--- src/rtl/x_counter_updown_mod.sv ---
// rtl/x_counter_updown_mod.sv - parametrised up/down modulo counter with registered terminal-count pulse
// Define X_COUNTER_UPDOWN_MOD_SAT_EN to saturate at 0/MOD_MAX instead of wrapping.
module x_counter_updown_mod #(
    parameter int WIDTH     = 8,
    parameter int MOD_MAX   = 255,
    parameter int RESET_VAL = 0
) (
    input  logic             i_clk,
    input  logic             i_rst,
    input  logic             i_en,
    input  logic             i_dir,
    input  logic             i_clr,
    input  logic             i_load,
    input  logic [WIDTH-1:0] i_load_val,
    output logic [WIDTH-1:0] o_count,
    output logic             o_tc,
    output logic             o_zero
);

    if (WIDTH < 1 || WIDTH > 16 || MOD_MAX < 1 || MOD_MAX > (2**WIDTH) - 1 ||
        RESET_VAL < 0 || RESET_VAL > MOD_MAX) begin : g_param_err
        $error("x_counter_updown_mod: illegal WIDTH/MOD_MAX/RESET_VAL combination");
    end

    localparam logic [WIDTH-1:0] MAX_W   = WIDTH'(MOD_MAX);
    localparam logic [WIDTH-1:0] RST_W   = WIDTH'(RESET_VAL);
    localparam logic [WIDTH:0]   MAX_EXT = (WIDTH+1)'(MOD_MAX);

    logic [WIDTH-1:0] count_q;
    logic [WIDTH-1:0] count_d;
    logic             tc_q;
    logic             tc_d;
    logic [WIDTH:0]   cnt_ext;
    logic [WIDTH:0]   up_ext;
    logic [WIDTH:0]   dn_ext;
    logic [WIDTH:0]   load_ext;

    // One extra bit so the up-step can exceed MOD_MAX and the down-step can borrow visibly.
    always_comb begin
        count_d  = count_q;
        tc_d     = 1'b0;
        cnt_ext  = {1'b0, count_q};
        up_ext   = cnt_ext + (WIDTH+1)'(1);
        dn_ext   = cnt_ext - (WIDTH+1)'(1);
        load_ext = {1'b0, i_load_val};

        if (i_clr) begin
            count_d = RST_W;
        end else if (i_load) begin
            count_d = (load_ext > MAX_EXT) ? MAX_W : i_load_val;
        end else if (i_en) begin
            if (i_dir) begin
`ifdef X_COUNTER_UPDOWN_MOD_SAT_EN
                if (up_ext > MAX_EXT) begin
                    count_d = MAX_W;
                end else begin
                    count_d = up_ext[WIDTH-1:0];
                    tc_d    = (up_ext == MAX_EXT);
                end
`else
                if (up_ext > MAX_EXT) begin
                    count_d = '0;
                    tc_d    = 1'b1;
                end else begin
                    count_d = up_ext[WIDTH-1:0];
                end
`endif
            end else begin
`ifdef X_COUNTER_UPDOWN_MOD_SAT_EN
                if (dn_ext[WIDTH]) begin
                    count_d = '0;
                end else begin
                    count_d = dn_ext[WIDTH-1:0];
                    tc_d    = (dn_ext == '0);
                end
`else
                if (dn_ext[WIDTH]) begin
                    count_d = MAX_W;
                    tc_d    = 1'b1;
                end else begin
                    count_d = dn_ext[WIDTH-1:0];
                end
`endif
            end
        end
    end

    always_ff @(posedge i_clk or posedge i_rst) begin
        if (i_rst) begin
            count_q <= RST_W;
            tc_q    <= 1'b0;
        end else begin
            count_q <= count_d;
            tc_q    <= tc_d;
        end
    end

    assign o_count = count_q;
    assign o_tc    = tc_q;
    assign o_zero  = (count_q == '0);

endmodule

--- config.mk ---
export PLATFORM = sky130hd
export DESIGN_NAME = x_counter_updown_mod
export DESIGN_NICKNAME = d
export VERILOG_FILES = /design/src/rtl/x_counter_updown_mod.sv
export SDC_FILE = /design/constraint.sdc
export NUM_CORES = 1
export LEC_CHECK = 0
export CAP_MARGIN = 20
export CORE_UTILIZATION = 65
export CTS_CLUSTER_SIZE = 24
export DETAILED_ROUTE_END_ITERATION = 10
export DONT_BUFFER_PORTS = 1
export PLACE_DENSITY = 0.81
export SLEW_MARGIN = 10
export SYNTH_ARGS = -nofsm -noshare
export SYNTH_HDL_FRONTEND = slang
export SYNTH_SLANG_ARGS = --single-unit
--- constraint.sdc ---
create_clock -name i_clk -period 3.8 [get_ports i_clk]
set_input_delay 0.76 -clock i_clk [delete_from_list [all_inputs] [get_ports i_clk]]
set_output_delay 0.76 -clock i_clk [all_outputs]
set_load 0.1 [all_outputs]
==> results.md <==
* First-pass GRT wire length at 4.62 mm
* Endpoints failing setup at 0
* Simple-Gate Fraction of Synth Area at 0.331
* Hold_buf cts at 0
* WL final at 2.82 mm
* Power share of the combinational group at 0.466
* Worst skew pair latency at 270 ps
* Kind of start point of the critical path: flip-flop
* P per Cell Area at 333 nW/µm²
* Cells after DPL at 140
* Vias per cell at 7.28
* CP max stage cell: dfrtp_1
* DRC viols at 0
* Root Buffer: clkbuf_4
* Final Cycle Share at 0.660
* Crit path time final at 2510 ps
* Max incr delay on CP at 570 ps
* Worst Setup End Kind: output pin
* Number of flops mapped to enable cells by yosys at 0
* Critical path fanouts, max at 14
* Fraction of layout cells with a size suffix above 1 at 0.227
* Compound-Gate Fraction of Synth Area at 0.277
* Max cap viols at 0
* Top-area cell type share of the netlist area at 0.211
* Total track usage at 0.341
* Die Ht at 42.5 µm
* Yosys top cell by area: dfrtp_1
* Pins Over Slew Limit at 0
* Clock share of power at 0.207
* HPWL after DPL at 2.01 mm
* Area Overhead vs Synth at 5.63%
* Largest net degree at the start of global routing at 18
* Vias at 1,049
* CTS max path bufs at 2
* Outcome: finished clean
* CTS tree: done
* Non-filler cells, final at 144
* Post-CTS resize count at 0
* Post-Synthesis Cells at 125
* Cts bufs inserted at 3
* Mean Syn Cell Area at 8.54 µm²
* Fin nets at 148
* FMAX at 399 MHz
* Post-synthesis mux area share at 0.0223
* Peak VDD IR at 278 µV
* Synth warn at 0
* Synthesized area at 1070 µm²
* Initial Util at 0.700
* Postcts setup bufs at 0
* Transition time of the tightest slew-check pin at 873 ps
* Worst Hold Class: input pin to async pin
* Sequential standard cell area at 225 µm²
* Synth cell types at 49
* P_leak at 0.430 nW
* Worst Skew at 4.21 ps
* Post-synthesis sequential area ratio at 0.211
* Switching portion of total power at 0.476
* Arrival time worst endpoint at 1750 ps
* Post-synth top cells: a21oi_1 (9), dfrtp_1 (9), nand2_1 (9)
* Fin Setup TNS at 0 ps
* Synth async-reset ratio at 1.00
* Post-route ant nets at 0
* Crit-path cells: nor4_4, and3_1, buf_4
* Gpl congestion at 0.894
* Avg WL per Cell at 19.6 µm
* Die ar. at 1810 µm²
* Fin. Hold Viols at 0
* Port bufs at 0
* Fill cell count at 123
* Initial antenna violation count at 0
* CTS H-tree depth at 1
* Main combinational cell family by area after synthesis: simple AND/OR/NAND/NOR gates
* Switching power at 0.179 mW
* Chip width at 42.5 µm
* Adder-cell area share of the yosys netlist at 0.0586
* FF+latch count, synth at 9
* Gr ovfl total at 0
* Worst-path clk slew at 60 ps
* Number of cell rows at 14
* Synth top area cells: dfrtp_1 (21%), ha_1 (5.9%), a21oi_1 (4.2%)
* Critical path class: flip-flop to output pin
* # diodes at 0
* CP Data Required Time at 3040 ps
* Core ar. at 1520 µm²
* Reg power frac at 0.326
* Top_reg_cell synth: dfrtp_1
* Fin util at 0.740
* Footprint of the multi-input gates at 777 µm²
* DR pass1 iterations at 4
* Clk sink count at 9
* Number of global-route vias before repair at 1,020
* IO Count at 24
* Rel. slew slack at 0.418
* Xor/xnor share of the synthesized area at 0.0399
* Internal power at 0.196 mW
* DRT iter0 DRCs at 56
* Synthesized net count at 144
* RSZ-0062 raised after global routing: false
per-stage QoR:
stage	hold WS, ps	power, mW	instance area (µm²)	setup slack, ps
finish	340	0.375	1130	1290
global route	384	0.386	1130	1250
CTS	353	0.371	1130	1310
detailed placement	636	0.295	1100	1540
global placement	638	0.291	1100	1620
floorplan	588	0.272	1070	871
per-layer routing:
metal,wire length (µm),global-route usage,vias to the layer above,part of all wire
li1,-,-,469,-
met1,1130,0.442,507,0.40
met2,1410,0.542,62,0.50
met3,203,0.0431,11,0.072
met4,85,0.194,0,0.030
met5,0,0,-,0
critical path, delay by kind of cell, from the launching register on:
kind                   cells  cell delay (ps)
and+or+nand+nor            2              620
DFF                        1              570
buffers and inverters      1              280
sequential cells by signal, summed over array words and instances (netlist names):
register and count:
o_count 8, o_tc 1
kinds of logic after synthesis:
| group | count (synthesis) |
|---|---|
| xor gates and xnor gates | 4 |
| adders and majority gates | 5 |
| AOI/OAI and AO/OA | 39 |
| DFF | 9 |
| buffers and inverters | 13 |
| and+or+nand+nor | 53 |
| muxes | 2 |
cell type report:
cell class	instances	area share
clock buffer	4	0.0233
inverter	3	0.00999
multi-input combinational	103	0.689
sequential	9	0.200
tap	16	0.0178
timing repair buffer	9	0.0599
final timing paths:
path	from	end	slack, ps	depth (start not counted)
max	o_count[4]	o_zero	1290	3
max in group asynchronous	i_rst	o_count[0]	3200	1
min reg2reg	o_count[3]	o_count[3]	840	2
min	i_rst	o_count[5]	340	1
min in group i_clk	i_clr	o_tc	530	1
max reg2reg	o_count[1]	o_count[6]	1480	8
power groups by stage:
| stage | registers [mW] | logic [mW] | clock network [mW] |
|---|---|---|---|
| after floorplan | 0.166 | 0.106 | 0 |
| after global placement | 0.123 | 0.168 | 0 |
| after detailed placement | 0.124 | 0.171 | 0 |
| after CTS | 0.122 | 0.173 | 0.0768 |
| after global routing | 0.123 | 0.183 | 0.0796 |
| final | 0.122 | 0.175 | 0.0778 |
cells in the final DEF, fill, tap and decap left out, types with 2 or more instances in the layout:
cell,Yosys,routed
a21oi_1,9,9
nand2_1,9,9
dfrtp_1,9,9
buf_4,1,9
nor2_1,8,8
nand2b_1,5,5
nor2b_1,5,5
ha_1,5,5
o21ai_0,4,4
a31oi_1,4,4
nand4_1,3,3
o21ai_1,3,3
and3_1,3,3
nand3_1,3,3
nor3b_1,3,3
o22ai_1,3,3
xnor2_1,3,3
inv_1,3,3
clkbuf_4,0,3
a21boi_0,2,2
o41ai_2,2,2
a211o_1,2,2
nor3_1,2,2
a21oi_2,2,2
No activity file was read; power rests on OpenSTA's default activity.
==> patch (same settings) <==
Put one more register stage on the output `o_count`, cleared by the reset. The value now appears one clock later. The other outputs are not delayed to match.
--- a/src/rtl/x_counter_updown_mod.sv
+++ b/src/rtl/x_counter_updown_mod.sv
@@ -95,7 +95,13 @@
         end
     end
 
-    assign o_count = count_q;
+    always_ff @(posedge i_clk or posedge i_rst) begin
+        if (i_rst) begin
+            o_count <= '0;
+        end else begin
+            o_count <= count_q;
+        end
+    end
     assign o_tc    = tc_q;
     assign o_zero  = (count_q == '0);
 
Behaviour: not the same (a bounded check fails within 4 cycles, from zero or initial values and one cycle with i_rst high).
==> patch against the unedited design <==
Cell area rose by 6.2%. Worst setup slack got worse by 0.043 ns. Routed wire length is 0.64% lower. Global-route usage decreased by 2.8 points. Sequential cell count up 8. First-iteration DRC count down 16%. Total power grew 23%. Synthesized area increased by 14%. Clock power rose by 23%. Largest cell class unchanged. Largest power group is now sequential cells.
==> patch: results (changes against the unedited design) <==
cpPeakStageDelay_ns: 0.53  # was 0.57 ns
drive_above_1_share: 0.0833  # was 0.227
rr_startpoint: "count_q[0]"  # was o_count[1]
use_met1: 0.433  # was 0.442
reg2reg_depth: 7  # was 8
yosysSeqAreaShare: 0.349  # was 0.211
grtUsageMet3: 0.0760  # was 0.0431
wl_met1_um: 1150  # was 1130 µm
cp.arrival_ns: 1.79  # was 1.75 ns
grt_pass1_vias: 919  # was 1020
initialDrtViolationCount: 47  # was 56
crit_start: "count_q[4]"  # was o_count[4]
synth_common_cells: "dfrtp_1 (17), a21oi_1 (15), nor2_1 (10)"  # was a21oi_1 (9), dfrtp_1 (9), nand2_1 (9)
p_sw_frac: 0.411  # was 0.476
wire_per_inst_um: 17.9  # was 19.6 µm
synth_adder_area_share: 0.0513  # was 0.0586
hpwl_um: 1930  # was 2010 µm
nNetsFinal: 152  # was 148
p_comb_uw: 94.0  # was 175 µW
worst_slew_pin_slew_ns: 0.863  # was 0.873 ns
r2r_slack_ns: 1.60  # was 1.48 ns
p_leak_nw: 0.553  # was 0.430 nW
outcome: "finished, final reports clean"  # unchanged
crit_path_max_fanout: 12  # was 14
synth_cell_types: 42  # was 49
finalClockSkew_ns: 0.00114  # was 0.00421 ns
whs_ns: 0.444  # was 0.340 ns
synth_compound_area_frac: 0.215  # was 0.277
grt_use_total: 0.312  # was 0.341
syn_nets: 155  # was 144
synth_mux_area_frac: 0.0174  # was 0.0223
place_congestion: 0.896  # was 0.894
wl_met3_um: 255  # was 203 µm
==> patch: cell types whose count changed after synthesis, sizes merged, moves of 3 or more <==
| cell | unedited run | this run |
|---|---|---|
| a21oi | 11 | 15 |
| and3 | 4 | 9 |
| buf | 6 | 9 |
| clkbuf | 4 | 0 |
| dfrtp | 9 | 17 |
| inv | 3 | 7 |
| nand2 | 9 | 5 |
| nand2b | 5 | 0 |
| nor2b | 5 | 2 |
| nor3 | 3 | 6 |
| o22ai | 3 | 0 |
==> patch: layout make-up <==
class / count / area (µm²)
Clock buffer: 4 / 26.3
Fill cell: 139 / 548
Inverter: 7 / 26.3
Multi-Input combinational cell: 103 / 681
Sequential cell: 17 / 425
Tap cell: 25 / 31.3
Timing Repair Buffer: 1 / 7.51
==> patch: metrics by stage <==
stage	setup WS, ns	instance area [µm²]	std cells
floorplan	1.34	1220	136
global placement	1.59	1170	153
detailed placement	1.59	1170	153
CTS	1.26	1200	157
global route	1.17	1200	157
finish	1.25	1200	157
